**config.mk**
```make
export PLATFORM = sky130hd
export DESIGN_NAME = tx_rd_req_sched_flat
export DESIGN_NICKNAME = d
export VERILOG_FILES = /design/src/rtl/tx_rd_req_pkg.sv /design/src/rtl/tx_rd_req_sched_if.sv /design/src/rtl/tx_rd_tag_tracker.sv /design/src/rtl/tx_rd_req_sched.sv /design/src/flat_wrapper.sv
export SDC_FILE = /design/constraint.sdc
export NUM_CORES = 1
export LEC_CHECK = 0
export BUFFER_PORTS_ARGS = -buffer_cell sky130_fd_sc_hd__buf_2
export CORE_MARGIN = 5
export CORE_UTILIZATION = 50
export DETAILED_ROUTE_END_ITERATION = 8
export GPL_TIMING_DRIVEN = 0
export HOLD_SLACK_MARGIN = 0.06
export PLACE_DENSITY = 0.86
export SLEW_MARGIN = 20
export SYNTH_ARGS = -nofsm -noshare
export SYNTH_HDL_FRONTEND = slang
export SYNTH_HIERARCHICAL = 1
export SYNTH_SLANG_ARGS = --single-unit
```
**constraint.sdc**
```tcl
create_clock -name trn_clk -period 9.5 [get_ports trn_clk]
set_clock_uncertainty 0.15 [all_clocks]
set_input_delay 0.475 -clock trn_clk [delete_from_list [all_inputs] [get_ports trn_clk]]
set_output_delay 0.475 -clock trn_clk [all_outputs]
set_load 0.02 [all_outputs]
```
**src/rtl/tx_rd_req_pkg.sv**
```systemverilog
// rtl/tx_rd_req_pkg.sv - shared types and constants for the TX read-request scheduler
//
// Purpose: FSM state encoding, grant-source encoding, field widths and the
//          qword-to-dword length conversion used by the scheduler slice.
// Ports:   none (package).
package tx_rd_req_pkg;

  localparam int TAG_W    = 4;
  localparam int LEN_DW_W = 10;
  localparam int LEN_QW_W = 9;
  localparam int ADDR_W   = 64;
  localparam int NUM_TAGS = 1 << TAG_W;
  localparam int CNT_W    = 5;
  localparam int STREAK_W = 4;

  typedef enum logic [1:0] {
    ST_IDLE     = 2'd0,
    ST_WAIT_ACK = 2'd1,
    ST_GAP      = 2'd2
  } sched_state_t;

  typedef enum logic {
    GNT_FRESH = 1'b0,
    GNT_RETRY = 1'b1
  } gnt_src_t;

  // Fresh requests are sized in qwords; the TLP generator wants dwords.
  function automatic logic [LEN_DW_W-1:0] qw_to_dw(input logic [LEN_QW_W-1:0] qw);
    return {qw, 1'b0};
  endfunction

endpackage

```
**src/rtl/tx_rd_req_sched_if.sv**
```systemverilog
// rtl/tx_rd_req_sched_if.sv - handshake bundle between requesters, scheduler and TLP generator
//
// Purpose: groups the fresh-request, retry-request, TLP-generator and
//          tag-release signals of the scheduler.
// Modports:
//   slave  - scheduler view (consumes requests, drives grants/acks/status)
//   master - environment view (requesters, TLP generator, completion retire)
interface tx_rd_req_sched_if;
  import tx_rd_req_pkg::*;

  logic                req_valid;
  logic [ADDR_W-1:0]   req_addr;
  logic [TAG_W-1:0]    req_tag;
  logic [LEN_QW_W-1:0] req_qwords;
  logic                req_ack;

  logic                retry_valid;
  logic [ADDR_W-1:0]   retry_addr;
  logic [TAG_W-1:0]    retry_tag;
  logic [LEN_DW_W-1:0] retry_dwords;
  logic                retry_ack;

  logic                rd_req;
  logic [ADDR_W-1:0]   rd_addr;
  logic [TAG_W-1:0]    rd_tag;
  logic [LEN_DW_W-1:0] rd_dwords;
  logic                rd_ack;

  logic                tag_release;
  logic [TAG_W-1:0]    tag_release_id;
  logic [NUM_TAGS-1:0] tag_busy;
  logic [CNT_W-1:0]    outstanding_cnt;

  modport slave (
    input  req_valid, req_addr, req_tag, req_qwords,
    output req_ack,
    input  retry_valid, retry_addr, retry_tag, retry_dwords,
    output retry_ack,
    output rd_req, rd_addr, rd_tag, rd_dwords,
    input  rd_ack,
    input  tag_release, tag_release_id,
    output tag_busy, outstanding_cnt
  );

  modport master (
    output req_valid, req_addr, req_tag, req_qwords,
    input  req_ack,
    output retry_valid, retry_addr, retry_tag, retry_dwords,
    input  retry_ack,
    input  rd_req, rd_addr, rd_tag, rd_dwords,
    output rd_ack,
    output tag_release, tag_release_id,
    input  tag_busy, outstanding_cnt
  );

endinterface

```
**src/rtl/tx_rd_tag_tracker.sv**
```systemverilog
// rtl/tx_rd_tag_tracker.sv - busy-tag bitmap and outstanding fresh-read counter
//
// Purpose: records which tags have a fresh read in flight, counts them, merges
//          same-cycle issue and release, and reports whether a fresh request
//          for query_tag could be granted now.
// Ports:
//   trn_clk, reset_n      clock, synchronous active-low reset
//   issue, issue_tag      fresh read accepted by the TLP generator this cycle
//   rel_vld, rel_id       completion for rel_id fully retired
//   query_tag             tag of the pending fresh request
//   tag_busy              per-tag in-flight bitmap
//   outstanding_cnt       fresh reads in flight
//   fresh_room            slot available and query_tag not busy
module tx_rd_tag_tracker
  import tx_rd_req_pkg::*;
#(
  parameter int MAX_OUTSTANDING = 4
) (
  input  logic                trn_clk,
  input  logic                reset_n,
  input  logic                issue,
  input  logic [TAG_W-1:0]    issue_tag,
  input  logic                rel_vld,
  input  logic [TAG_W-1:0]    rel_id,
  input  logic [TAG_W-1:0]    query_tag,
  output logic [NUM_TAGS-1:0] tag_busy,
  output logic [CNT_W-1:0]    outstanding_cnt,
  output logic                fresh_room
);

  localparam logic [CNT_W-1:0] MAX_CNT = CNT_W'(MAX_OUTSTANDING);

  logic [NUM_TAGS-1:0] busy_q, busy_d;
  logic [CNT_W-1:0]    cnt_q, cnt_d;
  logic                rel_hit;

  // A release counts when the tag is in flight, or when it names the tag being
  // issued in this very cycle: the two cancel in the count while the bitmap
  // keeps the tag marked busy (the set is applied after the clear).
  assign rel_hit = rel_vld && (busy_q[rel_id] || (issue && (issue_tag == rel_id)));

  always_comb begin
    busy_d = busy_q;
    cnt_d  = cnt_q;
    if (rel_hit) begin
      busy_d[rel_id] = 1'b0;
    end
    if (issue) begin
      busy_d[issue_tag] = 1'b1;
    end
    case ({issue, rel_hit})
      2'b10:   cnt_d = cnt_q + CNT_W'(1);
      2'b01:   cnt_d = cnt_q - CNT_W'(1);
      default: cnt_d = cnt_q;
    endcase
  end

  always_ff @(posedge trn_clk) begin
    if (!reset_n) begin
      busy_q <= '0;
      cnt_q  <= '0;
    end else begin
      busy_q <= busy_d;
      cnt_q  <= cnt_d;
    end
  end

  assign tag_busy        = busy_q;
  assign outstanding_cnt = cnt_q;
  assign fresh_room      = (cnt_q < MAX_CNT) && !busy_q[query_tag];

endmodule

```
**src/rtl/tx_rd_req_sched.sv**
```systemverilog
// rtl/tx_rd_req_sched.sv - arbiter between fresh-chunk and timeout-retry host read requests
//
// Purpose: shares one read-request TLP generator between the TX DMA fresh
//          requester and the retry monitor. Retry has priority for at most
//          RETRY_BURST_MAX consecutive grants while a fresh request is
//          eligible; fresh reads are limited to MAX_OUTSTANDING in flight and
//          a tag is never reissued fresh until its completion is retired.
// Ports:
//   trn_clk, reset_n   clock, synchronous active-low reset
//   bus (slave)        fresh/retry requests and acks, TLP-generator request,
//                      tag release, tag_busy and outstanding_cnt status
//   stat_*             grant/stall statistics (only with TX_RD_REQ_STATS_EN)
// Optional feature macro: TX_RD_REQ_STATS_EN
module tx_rd_req_sched
  import tx_rd_req_pkg::*;
#(
  parameter int MAX_OUTSTANDING = 4,
  parameter int RETRY_BURST_MAX = 4
) (
  input  logic               trn_clk,
  input  logic               reset_n,
  tx_rd_req_sched_if.slave   bus
`ifdef TX_RD_REQ_STATS_EN
  ,
  output logic [31:0]        stat_fresh_grants,
  output logic [31:0]        stat_retry_grants,
  output logic [31:0]        stat_stall_cycles
`endif
);

  localparam logic [STREAK_W-1:0] BURST_MAX = STREAK_W'(RETRY_BURST_MAX);

  sched_state_t        state_q, state_d;
  gnt_src_t            src_q, src_d;
  logic                rd_req_q, rd_req_d;
  logic [ADDR_W-1:0]   addr_q, addr_d;
  logic [TAG_W-1:0]    tag_q, tag_d;
  logic [LEN_DW_W-1:0] dw_q, dw_d;
  logic                req_ack_q, req_ack_d;
  logic                retry_ack_q, retry_ack_d;
  logic [STREAK_W-1:0] streak_q, streak_d;
  logic                elig_at_gnt_q, elig_at_gnt_d;

  logic                fresh_room;
  logic                fresh_elig;
  logic                grant_retry;
  logic                grant_fresh;
  logic                issue_fresh;

  tx_rd_tag_tracker #(
    .MAX_OUTSTANDING (MAX_OUTSTANDING)
  ) u_tag_tracker (
    .trn_clk         (trn_clk),
    .reset_n         (reset_n),
    .issue           (issue_fresh),
    .issue_tag       (tag_q),
    .rel_vld         (bus.tag_release),
    .rel_id          (bus.tag_release_id),
    .query_tag       (bus.req_tag),
    .tag_busy        (bus.tag_busy),
    .outstanding_cnt (bus.outstanding_cnt),
    .fresh_room      (fresh_room)
  );

  assign fresh_elig  = bus.req_valid && fresh_room;
  // Retry yields to an eligible fresh request only once its streak is used up.
  assign grant_retry = (state_q == ST_IDLE) && bus.retry_valid &&
                       (!fresh_elig || (streak_q < BURST_MAX));
  assign grant_fresh = (state_q == ST_IDLE) && !grant_retry && fresh_elig;

  always_comb begin
    state_d       = state_q;
    src_d         = src_q;
    rd_req_d      = rd_req_q;
    addr_d        = addr_q;
    tag_d         = tag_q;
    dw_d          = dw_q;
    req_ack_d     = 1'b0;
    retry_ack_d   = 1'b0;
    streak_d      = streak_q;
    elig_at_gnt_d = elig_at_gnt_q;
    issue_fresh   = 1'b0;

    case (state_q)
      ST_IDLE: begin
        if (grant_retry) begin
          src_d         = GNT_RETRY;
          addr_d        = bus.retry_addr;
          tag_d         = bus.retry_tag;
          dw_d          = bus.retry_dwords;
          elig_at_gnt_d = fresh_elig;
          rd_req_d      = 1'b1;
          state_d       = ST_WAIT_ACK;
        end else if (grant_fresh) begin
          src_d         = GNT_FRESH;
          addr_d        = bus.req_addr;
          tag_d         = bus.req_tag;
          dw_d          = qw_to_dw(bus.req_qwords);
          elig_at_gnt_d = 1'b1;
          if (bus.req_qwords == '0) begin
            // Nothing to fetch: acknowledge without touching the generator
            // or allocating the tag.
            req_ack_d = 1'b1;
            streak_d  = '0;
            state_d   = ST_GAP;
          end else begin
            rd_req_d = 1'b1;
            state_d  = ST_WAIT_ACK;
          end
        end
      end

      ST_WAIT_ACK: begin
        if (bus.rd_ack) begin
          rd_req_d = 1'b0;
          state_d  = ST_GAP;
          if (src_q == GNT_FRESH) begin
            req_ack_d   = 1'b1;
            issue_fresh = 1'b1;
            streak_d    = '0;
          end else begin
            retry_ack_d = 1'b1;
            // Only retries that actually held off a waiting fresh request
            // count toward the burst limit.
            if (elig_at_gnt_q) begin
              streak_d = (streak_q < BURST_MAX) ? streak_q + STREAK_W'(1) : streak_q;
            end else begin
              streak_d = '0;
            end
          end
        end
      end

      // Gives the acknowledged requester a cycle to drop its valid.
      ST_GAP: begin
        state_d = ST_IDLE;
      end

      default: begin
        state_d  = ST_IDLE;
        rd_req_d = 1'b0;
      end
    endcase
  end

  always_ff @(posedge trn_clk) begin
    if (!reset_n) begin
      state_q       <= ST_IDLE;
      src_q         <= GNT_FRESH;
      rd_req_q      <= 1'b0;
      addr_q        <= '0;
      tag_q         <= '0;
      dw_q          <= '0;
      req_ack_q     <= 1'b0;
      retry_ack_q   <= 1'b0;
      streak_q      <= '0;
      elig_at_gnt_q <= 1'b0;
    end else begin
      state_q       <= state_d;
      src_q         <= src_d;
      rd_req_q      <= rd_req_d;
      addr_q        <= addr_d;
      tag_q         <= tag_d;
      dw_q          <= dw_d;
      req_ack_q     <= req_ack_d;
      retry_ack_q   <= retry_ack_d;
      streak_q      <= streak_d;
      elig_at_gnt_q <= elig_at_gnt_d;
    end
  end

  assign bus.rd_req    = rd_req_q;
  assign bus.rd_addr   = addr_q;
  assign bus.rd_tag    = tag_q;
  assign bus.rd_dwords = dw_q;
  assign bus.req_ack   = req_ack_q;
  assign bus.retry_ack = retry_ack_q;

`ifdef TX_RD_REQ_STATS_EN
  always_ff @(posedge trn_clk) begin
    if (!reset_n) begin
      stat_fresh_grants <= '0;
      stat_retry_grants <= '0;
      stat_stall_cycles <= '0;
    end else begin
      if (grant_fresh) begin
        stat_fresh_grants <= stat_fresh_grants + 32'd1;
      end
      if (grant_retry) begin
        stat_retry_grants <= stat_retry_grants + 32'd1;
      end
      if (bus.req_valid && !fresh_elig) begin
        stat_stall_cycles <= stat_stall_cycles + 32'd1;
      end
    end
  end
`endif

endmodule

```
**src/flat_wrapper.sv**
```systemverilog
// flat-port wrapper written by rule: the top's interface ports become plain ports
module tx_rd_req_sched_flat import tx_rd_req_pkg::*;
#(
  parameter int MAX_OUTSTANDING = 4,
  parameter int RETRY_BURST_MAX = 4
)
  (trn_clk, reset_n, bus_req_valid, bus_req_addr, bus_req_tag, bus_req_qwords, bus_req_ack, bus_retry_valid, bus_retry_addr, bus_retry_tag, bus_retry_dwords, bus_retry_ack, bus_rd_req, bus_rd_addr, bus_rd_tag, bus_rd_dwords, bus_rd_ack, bus_tag_release, bus_tag_release_id, bus_tag_busy, bus_outstanding_cnt);
  tx_rd_req_sched_if bus_i ();
  input  logic trn_clk;
  input  logic reset_n;
  input wire logic [$bits(bus_i.req_valid)-1:0] bus_req_valid;
  input wire logic [$bits(bus_i.req_addr)-1:0] bus_req_addr;
  input wire logic [$bits(bus_i.req_tag)-1:0] bus_req_tag;
  input wire logic [$bits(bus_i.req_qwords)-1:0] bus_req_qwords;
  output wire logic [$bits(bus_i.req_ack)-1:0] bus_req_ack;
  input wire logic [$bits(bus_i.retry_valid)-1:0] bus_retry_valid;
  input wire logic [$bits(bus_i.retry_addr)-1:0] bus_retry_addr;
  input wire logic [$bits(bus_i.retry_tag)-1:0] bus_retry_tag;
  input wire logic [$bits(bus_i.retry_dwords)-1:0] bus_retry_dwords;
  output wire logic [$bits(bus_i.retry_ack)-1:0] bus_retry_ack;
  output wire logic [$bits(bus_i.rd_req)-1:0] bus_rd_req;
  output wire logic [$bits(bus_i.rd_addr)-1:0] bus_rd_addr;
  output wire logic [$bits(bus_i.rd_tag)-1:0] bus_rd_tag;
  output wire logic [$bits(bus_i.rd_dwords)-1:0] bus_rd_dwords;
  input wire logic [$bits(bus_i.rd_ack)-1:0] bus_rd_ack;
  input wire logic [$bits(bus_i.tag_release)-1:0] bus_tag_release;
  input wire logic [$bits(bus_i.tag_release_id)-1:0] bus_tag_release_id;
  output wire logic [$bits(bus_i.tag_busy)-1:0] bus_tag_busy;
  output wire logic [$bits(bus_i.outstanding_cnt)-1:0] bus_outstanding_cnt;
  assign bus_i.req_valid = bus_req_valid;
  assign bus_i.req_addr = bus_req_addr;
  assign bus_i.req_tag = bus_req_tag;
  assign bus_i.req_qwords = bus_req_qwords;
  assign bus_req_ack = bus_i.req_ack;
  assign bus_i.retry_valid = bus_retry_valid;
  assign bus_i.retry_addr = bus_retry_addr;
  assign bus_i.retry_tag = bus_retry_tag;
  assign bus_i.retry_dwords = bus_retry_dwords;
  assign bus_retry_ack = bus_i.retry_ack;
  assign bus_rd_req = bus_i.rd_req;
  assign bus_rd_addr = bus_i.rd_addr;
  assign bus_rd_tag = bus_i.rd_tag;
  assign bus_rd_dwords = bus_i.rd_dwords;
  assign bus_i.rd_ack = bus_rd_ack;
  assign bus_i.tag_release = bus_tag_release;
  assign bus_i.tag_release_id = bus_tag_release_id;
  assign bus_tag_busy = bus_i.tag_busy;
  assign bus_outstanding_cnt = bus_i.outstanding_cnt;
  tx_rd_req_sched #(.MAX_OUTSTANDING(MAX_OUTSTANDING), .RETRY_BURST_MAX(RETRY_BURST_MAX)) u_core (.trn_clk(trn_clk), .reset_n(reset_n), .bus(bus_i));
endmodule
```
==> results of run 1 <==
## power groups by stage
stage,Sequential [mW],Clock [mW],Combinational (mW)
after global placement,0.542,0,0.330
after floorplan,0.596,0,0.146
after detailed placement,0.542,0,0.334
final,0.533,0.290,0.337
after global routing,0.538,0.313,0.367
after CTS,0.532,0.291,0.335
## routing by layer
layer | track usage | vias up | share of wire
met5 | 0 | - | 0
met4 | 0.08173 | 0 | 0.022
met3 | 0.05464 | 31 | 0.088
met2 | 0.4837 | 335 | 0.48
met1 | 0.3524 | 2857 | 0.41
li1 | - | 3029 | -
## cell type report
| type | instances | share of cell area |
|---|---|---|
| multi-input combinational | 523 | 0.4120 |
| sequential | 110 | 0.3124 |
| timing repair buffer | 264 | 0.1875 |
| buffer | 55 | 0.03337 |
| tap | 136 | 0.02414 |
| clock buffer | 10 | 0.01811 |
| clock inverter | 6 | 0.009941 |
| inverter | 4 | 0.002130 |
| antenna | 1 | 0.0003551 |
## cell families (layout without fill, tap and decap cells)
group,after synthesis,count (layout),share of synthesized area
simple gates,194,194,0.1682
buf+inv,59,339,0.04671
mux,15,15,0.04718
flops,110,110,0.4111
xor+xnor,7,7,0.01145
fa+ha+maj,4,4,0.009344
compound gates,303,303,0.3060
other cells,0,1,0
## cell usage in the layout (no fill, tap or decap), types with 9 or more instances in the layout
cell type / n
a21oi_1: 164
a31oi_1: 15
buf_2: 277
clkbuf_1: 38
clkbuf_8: 9
dfxtp_1: 110
nand2_1: 97
nand2b_1: 9
nor2_1: 41
o21ai_0: 96
## critical path, delay by kind of cell (launching register included)
family	cells	cell delay (ns)
flip-flops	1	0.32
AND/OR/NAND/NOR	3	1.30
XOR/XNOR	1	0.12
buffers and inverters	3	0.74
AO/OA/AOI/OAI	4	0.91
multiplexers	1	0.19
adder cells (fa/ha/maj)	2	0.39
## flip-flops by register name, summed over array words and instances, names as in the netlist
| signal | count |
|---|---|
| u_core/u_tag_tracker/outstanding_cnt | 5 |
| u_core/state_q | 2 |
| u_core/bus.rd_addr | 64 |
| u_core/bus.req_ack | 1 |
| u_core/bus.rd_req | 1 |
| u_core/src_q | 1 |
| u_core/bus.rd_tag | 4 |
| u_core/u_tag_tracker/tag_busy | 16 |
| u_core/bus.retry_ack | 1 |
| u_core/elig_at_gnt_q | 1 |
| u_core/bus.rd_dwords | 10 |
| u_core/streak_q | 4 |
## per-stage QoR
step	power, mW	utilization	setup slack, ns
after detailed placement	0.8761	0.6604	5.190
final	1.159	0.6797	5.305
after global placement	0.8719	0.6604	5.198
after floorplan	0.7415	-	5.950
after global routing	1.219	0.6797	4.998
after CTS	1.158	0.6794	5.397
## worst max-delay path by stage
stage / start / cells past startpoint / end
after floorplan: bus_tag_release_id[2] / 14 / u_core/u_tag_tracker/outstanding_cnt[4]
after global placement: bus_req_tag[0] / 10 / u_core/bus.rd_addr[57]
after detailed placement: bus_req_tag[0] / 10 / u_core/bus.rd_addr[54]
after CTS: u_core/state_q[0] / 14 / u_core/u_tag_tracker/outstanding_cnt[4]
after global routing: u_core/state_q[0] / 14 / u_core/u_tag_tracker/outstanding_cnt[4]
final: u_core/state_q[0] / 14 / u_core/u_tag_tracker/outstanding_cnt[4]
==> impl_metrics.py, run 1 <==
metrics = {
    "placement": {
        "place.port_buffers": 264,
        "place_congestion": 0.9671,
        "dpl_cell_area_um2": 6848,
        "place_hpwl_um": 14760,
        "place_inst": 1092,
    },
    "layout": {
        "stdcell_count": 1109,
        "multi_input_area_um2": 2904,
        "syn2layout_area_growth_pct": 31.58,
        "seqCellArea_um2": 2202,
        "stdcell_area_um2": 7048,
        "drive_gt1_frac": 0.3169,
        "final_nets": 1136,
        "nFillCells": 962,
    },
    "grt": {
        "grt_pass1_vias": 5829,
        "grt_max_degree": 19,
        "grt_pass1_wl_um": 29440,
        "antenna_found_initial": 1,
        "grt_use_total": 0.2794,
        "grt.overflow.total": 0,
    },
    "floorplanning": {
        "core_um2": 10370,
        "initial_core_util": 0.5165,
        "die_h_um": 113.5,
        "io_pins": 267,
        "die_width_um": 113.5,
        "die-area_um2": 12880,
        "num_rows": 37,
    },
    "clock_network": {
        "clockBufferDepth": 2,
        "clkTransAtPathRegs_ns": 0.12,
        "post-cts-setup-buffer-count": 0,
        "cts_resized": 0,
        "cts-root-buf": "clkbuf_8",
        "clk_latency_ns": 0.36,
        "numCtsBuffers": 9,
        "cts_sinks": 110,
        "htreeDepth": 3,
        "cts_hold_buf": 0,
        "cts_tree": "done",
    },
    "sta": {
        "fin_crit_sh": 0.4416,
        "finalSetupTns_ns": 0,
        "worst_slew_pin_slew_ns": 0.9724,
        "rsz0062_at_grt": "false",
        "setup_viol": 0,
        "slew_viol_final": 0,
        "hold_ws_ns": 0.1787,
        "hold_viol_final": 0,
        "fmax_mhz": 238.4,
        "slew_headroom": 0.3467,
        "min_period_ns": 4.195,
    },
    "pwr": {
        "combPwrFrac": 0.290,
        "p_leak_nw": 3.375,
        "switching_share": 0.3533,
        "power_density_nw_per_um2": 164.4,
        "power_switching_uw": 409.5,
        "power_frac_seq": 0.460,
        "p_int_uw": 749.5,
        "ir_drop_mv": 0.09890,
        "clkPwrFrac": 0.250,
    },
    "worst_setup_path": {
        "cp.required_ns": 9.64,
        "r2r_setup_slack_ns": 5.31,
        "reg2reg_from": "u_core/state_q[0]",
        "slowest_stage": "nor3_1",
        "timing.rr.end": "u_core/u_tag_tracker/outstanding_cnt[4]",
        "critPathMaxFanout": 10,
        "crit_type": "reg -> reg",
        "crit_arrival_ns": 4.33,
        "reg2reg_depth": 14,
        "cp_cell_sequence": "buf_2 > nand2_1 > nor3_1 > a311o_1 > buf_2 > o21a_1 > ha_1 > clkbuf_1 > xor2_1 > ha_1 > or3b_2 > a211o_1 > a21oi_1 > mux2i_1",
        "startpoint_type": "register",
        "crit_path_end_kind": "register",
        "slowest_delay_ns": 0.75,
    },
    "routing": {
        "route.detailed.drc": 0,
        "initialDrtViolationCount": 635,
        "post_drt_wl_per_cell_um": 17.36,
        "routed_via_density": 5.638,
        "num_vias": 6252,
        "first_pass_iters": 5,
        "wirelength_um": 19250,
        "ant_nets": 0,
    },
    "logic_synthesis": {
        "synth_cell_types": 55,
        "yosysWarnings": 6,
        "synthesis.area_um2": 5356,
        "synthFlopType": "dfxtp_1",
        "synth_edf_count": 0,
        "yosysMostFrequentCell": "a21oi_1",
        "syn-num-nets": 861,
        "ys_ff_latch": 110,
        "ys_async_sr_fraction": 0,
        "avgSynthCellArea_um2": 7.740,
        "netlist_instances": 692,
        "synth_top_area_cell": "dfxtp_1",
        "yosysSeqAreaShare": 0.4111,
        "synth_top_area_share": 0.4111,
        "yosys-top-cells-count": "a21oi_1, dfxtp_1, nand2_1",
        "yosys-top-cells-area": "dfxtp_1, a21oi_1, o21ai_0",
    },
    "worst_hold_path": {
        "whs_endpoint": "u_core/bus.rd_addr[0]",
        "hp-class": "in -> reg",
        "whs_path_depth": 3,
        "worstHoldStart": "bus_req_addr[0]",
    },
    "status": {
        "status": "finished, final reports clean",
    },
    "flow_run": {
        "cap_violations": 0,
    },
}
(Power assumes the default switching activity.)
==> run 2: changes to the inputs <==
--- a/config.mk
+++ b/config.mk
@@ -7,11 +7,11 @@
 export LEC_CHECK = 0
 export BUFFER_PORTS_ARGS = -buffer_cell sky130_fd_sc_hd__buf_2
 export CORE_MARGIN = 5
-export CORE_UTILIZATION = 50
+export CORE_UTILIZATION = 42
 export DETAILED_ROUTE_END_ITERATION = 8
 export GPL_TIMING_DRIVEN = 0
 export HOLD_SLACK_MARGIN = 0.06
-export PLACE_DENSITY = 0.86
+export PLACE_DENSITY = 0.77
 export SLEW_MARGIN = 20
 export SYNTH_ARGS = -nofsm -noshare
 export SYNTH_HDL_FRONTEND = slang
==> constraint.sdc (replaced) <==
create_clock -name trn_clk -period 3.8 [get_ports trn_clk]
set_clock_uncertainty 0.15 [all_clocks]
set_input_delay 0.19 -clock trn_clk [delete_from_list [all_inputs] [get_ports trn_clk]]
set_output_delay 0.19 -clock trn_clk [all_outputs]
set_load 0.02 [all_outputs]
==> run 2 against run 1 <==
Compared with the run above:
- clock power rose to 3.6 times the previous value
- sequential power increased to 2.5 times the previous value
- sequential cell count unchanged
- global-route usage is 5.4 points higher
- cell area rose by 26%
- fmax is 16% higher
- sequential share of layout area shrank 6.4 points
- cell count rose by 19%
- via count is 21% higher
- critical path type unchanged
- largest power group unchanged
==> impl_metrics.py, run 2 (synthesis gave the netlist of run 1 again) <==
metrics = {
    "grt": {
        "grt_pass1_wl_um": 39300,
        "antenna_found_initial": 5,
        "grt.overflow.total": 0,
        "grt_max_degree": 18,
        "grt_pass1_vias": 7564,
        "grt_use_total": 0.3334,
    },
    "clock_network": {
        "cts-root-buf": "clkbuf_16",
        "cts_sinks": 110,
        "clkTransAtPathRegs_ns": 0.07,
        "clockBufferDepth": 2,
        "clk_latency_ns": 0.35,
        "numCtsBuffers": 9,
        "htreeDepth": 3,
        "cts_tree": "done",
    },
    "floorplanning": {
        "initial_core_util": 0.4262,
        "num_rows": 41,
        "io_pins": 267,
        "die-area_um2": 15110,
        "die_h_um": 122.9,
        "die_width_um": 122.9,
        "core_um2": 12570,
    },
    "routing": {
        "wirelength_um": 26300,
        "initialDrtViolationCount": 952,
        "route.detailed.drc": 0,
        "num_vias": 7563,
        "first_pass_iters": 8,
        "post_drt_wl_per_cell_um": 20.00,
        "routed_via_density": 5.751,
        "ant_nets": 0,
    },
    "worst_setup_path": {
        "cp.required_ns": 3.93,
        "crit_path_end_kind": "register",
        "crit_arrival_ns": 3.76,
        "crit_type": "reg -> reg",
        "critPathMaxFanout": 10,
        "startpoint_type": "register",
    },
    "layout": {
        "seqCellArea_um2": 2202,
        "nFillCells": 884,
        "layout_common_cells": "buf_2, a21oi_1, dlygate4sd3_1, dfxtp_1, nand2_1",
        "finalCoreUtilization": 0.7050,
        "drive_gt1_frac": 0.2783,
        "stdcell_count": 1315,
        "syn2layout_area_growth_pct": 65.43,
        "multi_input_area_um2": 2922,
        "mostFrequentLayoutCell": "buf_2",
        "final_nets": 1296,
        "largest_register_ffs": 64,
        "stdcell_area_um2": 8861,
    },
    "sta": {
        "min_period_ns": 3.629,
        "fin_crit_sh": 0.9550,
        "slew_headroom": 0.4189,
        "finalSetupTns_ns": 0,
        "setup_viol": 0,
        "worst_slew_pin_slew_ns": 0.8659,
        "fmax_mhz": 275.6,
        "hold_viol_final": 0,
        "slew_viol_final": 0,
    },
    "worst_hold_path": {
        "hp-class": "in -> reg",
    },
    "pwr": {
        "power_density_nw_per_um2": 387.3,
        "ir_drop_mv": 0.2415,
        "p_leak_nw": 4.109,
    },
    "placement": {
        "place.port_buffers": 264,
        "dpl_cell_area_um2": 6893,
        "place_congestion": 0.9453,
        "place_inst": 1128,
        "place_hpwl_um": 15100,
    },
    "status": {
        "status": "finished, final reports clean",
    },
    "flow_run": {
        "cap_violations": 0,
    },
}
[run 2: worst max-delay path, stage by stage (launching register included)]
cell and delay (ns):
dfxtp_1 0.37, mux4_1 0.53, mux4_2 0.53, nor4_2 0.24, nand2_1 0.17, o211ai_1 0.30
clkbuf_1 0.47, clkbuf_1 0.46, nand2_1 0.15, a21oi_1 0.17
[run 2: routing by layer]
layer / GRT usage / part of all wire
met1: 0.3661 / 0.34
met2: 0.5354 / 0.46
met3: 0.1290 / 0.13
met4: 0.2197 / 0.071
met5: 0 / 0.00087
[run 2: timing repair]
action,4_1_cts,5_1_grt
hold endpoints to repair,81,0
setup endpoints to repair,12,21
resized for setup,2,3
hold buffers,157,0
buffers inserted,1,3
pin swaps,1,1
gates cloned,0,0
[run 2: worst paths after layout]
path                                    start                                 endpoint  slack (ns)  depth (start not counted)
max          u_core/u_tag_tracker/tag_busy[5]                   u_core/bus.rd_addr[55]        0.17                          9
min                                   reset_n  u_core/u_tag_tracker/outstanding_cnt[2]        0.11                          3
max reg2reg  u_core/u_tag_tracker/tag_busy[5]                   u_core/bus.rd_addr[55]        0.17                          9
min reg2reg                 u_core/bus.rd_req                        u_core/bus.rd_req        0.32                          2
[run 2: layout make-up]
| cell class | instances | area share |
|---|---|---|
| plain buffers | 54 | 0.02612 |
| flip-flops and latches | 110 | 0.2485 |
| multi-input cells | 523 | 0.3297 |
| diodes | 11 | 0.003106 |
| repair buffers | 425 | 0.3298 |
| clock buffers | 11 | 0.02739 |
| clock inverters | 5 | 0.009319 |
| well taps | 172 | 0.02429 |
| inverters | 4 | 0.001694 |
[run 2: metrics by stage]
stage | total power [mW] | hold WS (ns) | setup slack (ns)
after floorplan | 1.854 | 0.1741 | 0.2956
after global placement | 2.188 | 0.2835 | -0.2468
after detailed placement | 2.195 | 0.2858 | -0.3288
after CTS | 3.358 | 0.09999 | 0.004080
after global routing | 3.573 | 0.1228 | -0.02266
final | 3.432 | 0.1130 | 0.1712
[run 2: where the power goes]
group	switching [mW]	internal, mW
clock network	0.443	0.598
logic	0.636	0.403
registers	0.0818	1.27
total	1.16	2.27
==> run 3: changes to the inputs <==
==> constraint.sdc (replaced) <==
create_clock -name trn_clk -period 3.8 [get_ports trn_clk]
set_clock_uncertainty 0.15 [all_clocks]
set_input_delay 0.76 -clock trn_clk [delete_from_list [all_inputs] [get_ports trn_clk]]
set_output_delay 0.76 -clock trn_clk [all_outputs]
set_load 0.02 [all_outputs]
==> run 3 against run 2 <==
Compared with the run above:
- first-iteration DRC count fell by 59%
- critical path type is now in -> reg
- largest power group unchanged
- via count decreased by 18%
- utilization fell by 13 points
- largest cell class is now multi-input gates
- highest routed layer is now met4
- cell area fell by 18%
- clock power fell by 6%
- die area did not move
- critical path depth increased by 6
- hold slack gained 0.20 ns
- cell count is 13% lower
- total power fell by 7.8%
==> impl_metrics.py, run 3 (synthesis gave the netlist of run 1 again) <==
metrics = {
    "worst_setup_path": {
        "crit_type": "in -> reg",
        "critPathMaxFanout": 10,
        "timing.rr.end": "u_core/u_tag_tracker/outstanding_cnt[4]",
        "reg2reg_depth": 14,
        "reg2reg_from": "u_core/bus.rd_tag[0]",
        "cp.required_ns": 3.93,
        "startpoint_type": "input port",
        "r2r_setup_slack_ns": 0.15,
        "crit_arrival_ns": 3.83,
        "crit_path_end_kind": "register",
    },
    "routing": {
        "post_drt_wl_per_cell_um": 17.40,
        "ant_nets": 0,
        "top_layer_used": "met4",
        "wl_met1_um": 8010,
        "first_pass_iters": 5,
        "routed_via_density": 5.416,
        "wirelength_um": 20000,
        "dr_wl_met3_um": 2017,
        "wl_met2_um": 9381,
        "initialDrtViolationCount": 395,
        "route.detailed.drc": 0,
        "num_vias": 6223,
    },
    "clock_network": {
        "cts_sinks": 110,
        "cts_tree": "done",
        "clockBufferDepth": 2,
        "clkTransAtPathRegs_ns": 0.07,
        "cts-root-buf": "clkbuf_16",
        "numCtsBuffers": 9,
        "htreeDepth": 3,
        "clk_latency_ns": 0.36,
        "cts_hold_buf": 0,
    },
    "floorplanning": {
        "initial_core_util": 0.4262,
        "core_um2": 12570,
        "io_pins": 267,
        "die_h_um": 122.9,
        "die_width_um": 122.9,
        "num_rows": 41,
        "die-area_um2": 15110,
    },
    "layout": {
        "layout_common_cells": "buf_2, a21oi_1, dfxtp_1, nand2_1, o21ai_0",
        "mostFrequentLayoutCell": "buf_2",
        "largest_register_ffs": 64,
        "final_nets": 1137,
        "drive_gt1_frac": 0.3268,
        "syn2layout_area_growth_pct": 35.46,
    },
    "placement": {
        "place_congestion": 0.9066,
        "pre_cts_slack_ns": -0.6648,
        "place_hpwl_um": 15150,
        "place.port_buffers": 264,
    },
    "worst_hold_path": {
        "whs_path_depth": 2,
        "worstHoldStart": "u_core/bus.rd_req",
        "hp-class": "reg -> reg",
        "whs_endpoint": "u_core/bus.rd_req",
    },
    "flow_run": {
        "cap_violations": 0,
    },
    "grt": {
        "grt_pass1_wl_um": 29750,
        "grt_use_total": 0.2511,
        "antenna_found_initial": 1,
        "grt_max_degree": 19,
        "grt.overflow.total": 0,
        "grt_pass1_vias": 5854,
    },
    "status": {
        "status": "finished, final reports clean",
    },
    "sta": {
        "min_period_ns": 3.695,
        "layout_setup_ws_ns": 0.1049,
        "hold_ws_ns": 0.3087,
        "finalSetupTns_ns": 0,
        "slew_viol_final": 0,
        "setup_viol": 0,
        "hold_viol_final": 0,
        "worst_slew_pin_slew_ns": 0.8406,
        "rsz0062_at_grt": "false",
        "slew_headroom": 0.4358,
        "fin_crit_sh": 0.9724,
        "fmax_mhz": 270.6,
    },
    "pwr": {
        "power_mw": 3.166,
        "ir_drop_mv": 0.2423,
        "p_leak_nw": 3.427,
        "power_density_nw_per_um2": 436.3,
    },
}
-- run 3: area by class of cell --
class / instances / area (um2)
fillers: 1227 / 5313
diodes: 4 / 10.01
plain buffers: 54 / 236.5
flip-flops and latches: 110 / 2202
repair buffers: 266 / 1339
inverters: 4 / 15.01
clock buffers: 10 / 239.0
well taps: 172 / 215.2
clock inverters: 6 / 70.07
multi-input cells: 523 / 2929
-- run 3: how the worst max path moves through the flow --
stage / startpoint / to / depth (start not counted)
floorplan: bus_tag_release_id[1] / u_core/u_tag_tracker/outstanding_cnt[4] / 14
global placement: bus_req_tag[0] / u_core/bus.rd_addr[62] / 10
detailed placement: bus_req_tag[0] / u_core/bus.rd_addr[49] / 10
CTS: bus_tag_release_id[1] / u_core/u_tag_tracker/outstanding_cnt[4] / 14
global route: bus_tag_release_id[1] / u_core/u_tag_tracker/outstanding_cnt[4] / 14
finish: bus_tag_release_id[0] / u_core/u_tag_tracker/outstanding_cnt[4] / 15
-- run 3: critical path, cell delays in order --
cell	delay, ns
buf_2	0.10
clkbuf_4	0.19
xor2_1	0.19
nor3_1	0.08
a311o_1	0.35
buf_2	0.18
o21a_1	0.23
ha_1	0.17
buf_2	0.16
xor2_1	0.16
ha_2	0.20
or3b_2	0.44
a211o_1	0.28
a21oi_2	0.14
mux2i_1	0.19
-- run 3: stage by stage --
step	area (um2)	instances	util
global route	7248	1146	0.5767
floorplan	5358	692	-
finish	7256	1149	0.5773
detailed placement	6894	1128	0.5485
global placement	6894	1128	0.5485
CTS	7222	1145	0.5746
-- run 3: per-layer routing --
layer | track usage | vias to the layer above
li1 | - | 3029
met1 | 0.3122 | 2812
met2 | 0.4161 | 340
met3 | 0.06633 | 42
met4 | 0.09797 | 0
met5 | 0 | -
-- run 3: report_power, final --
group | internal (mW) | total, mW | switching [mW]
combinational | 0.297 | 0.848 | 0.552
clock | 0.533 | 0.979 | 0.446
sequential | 1.27 | 1.34 | 0.0691
total | 2.10 | 3.17 | 1.07
-- run 3: repair_timing --
action,4_1_cts,5_1_grt
resized for setup,3,11
setup buffers,2,0
pin swaps,1,0
setup endpoints to repair,30,12
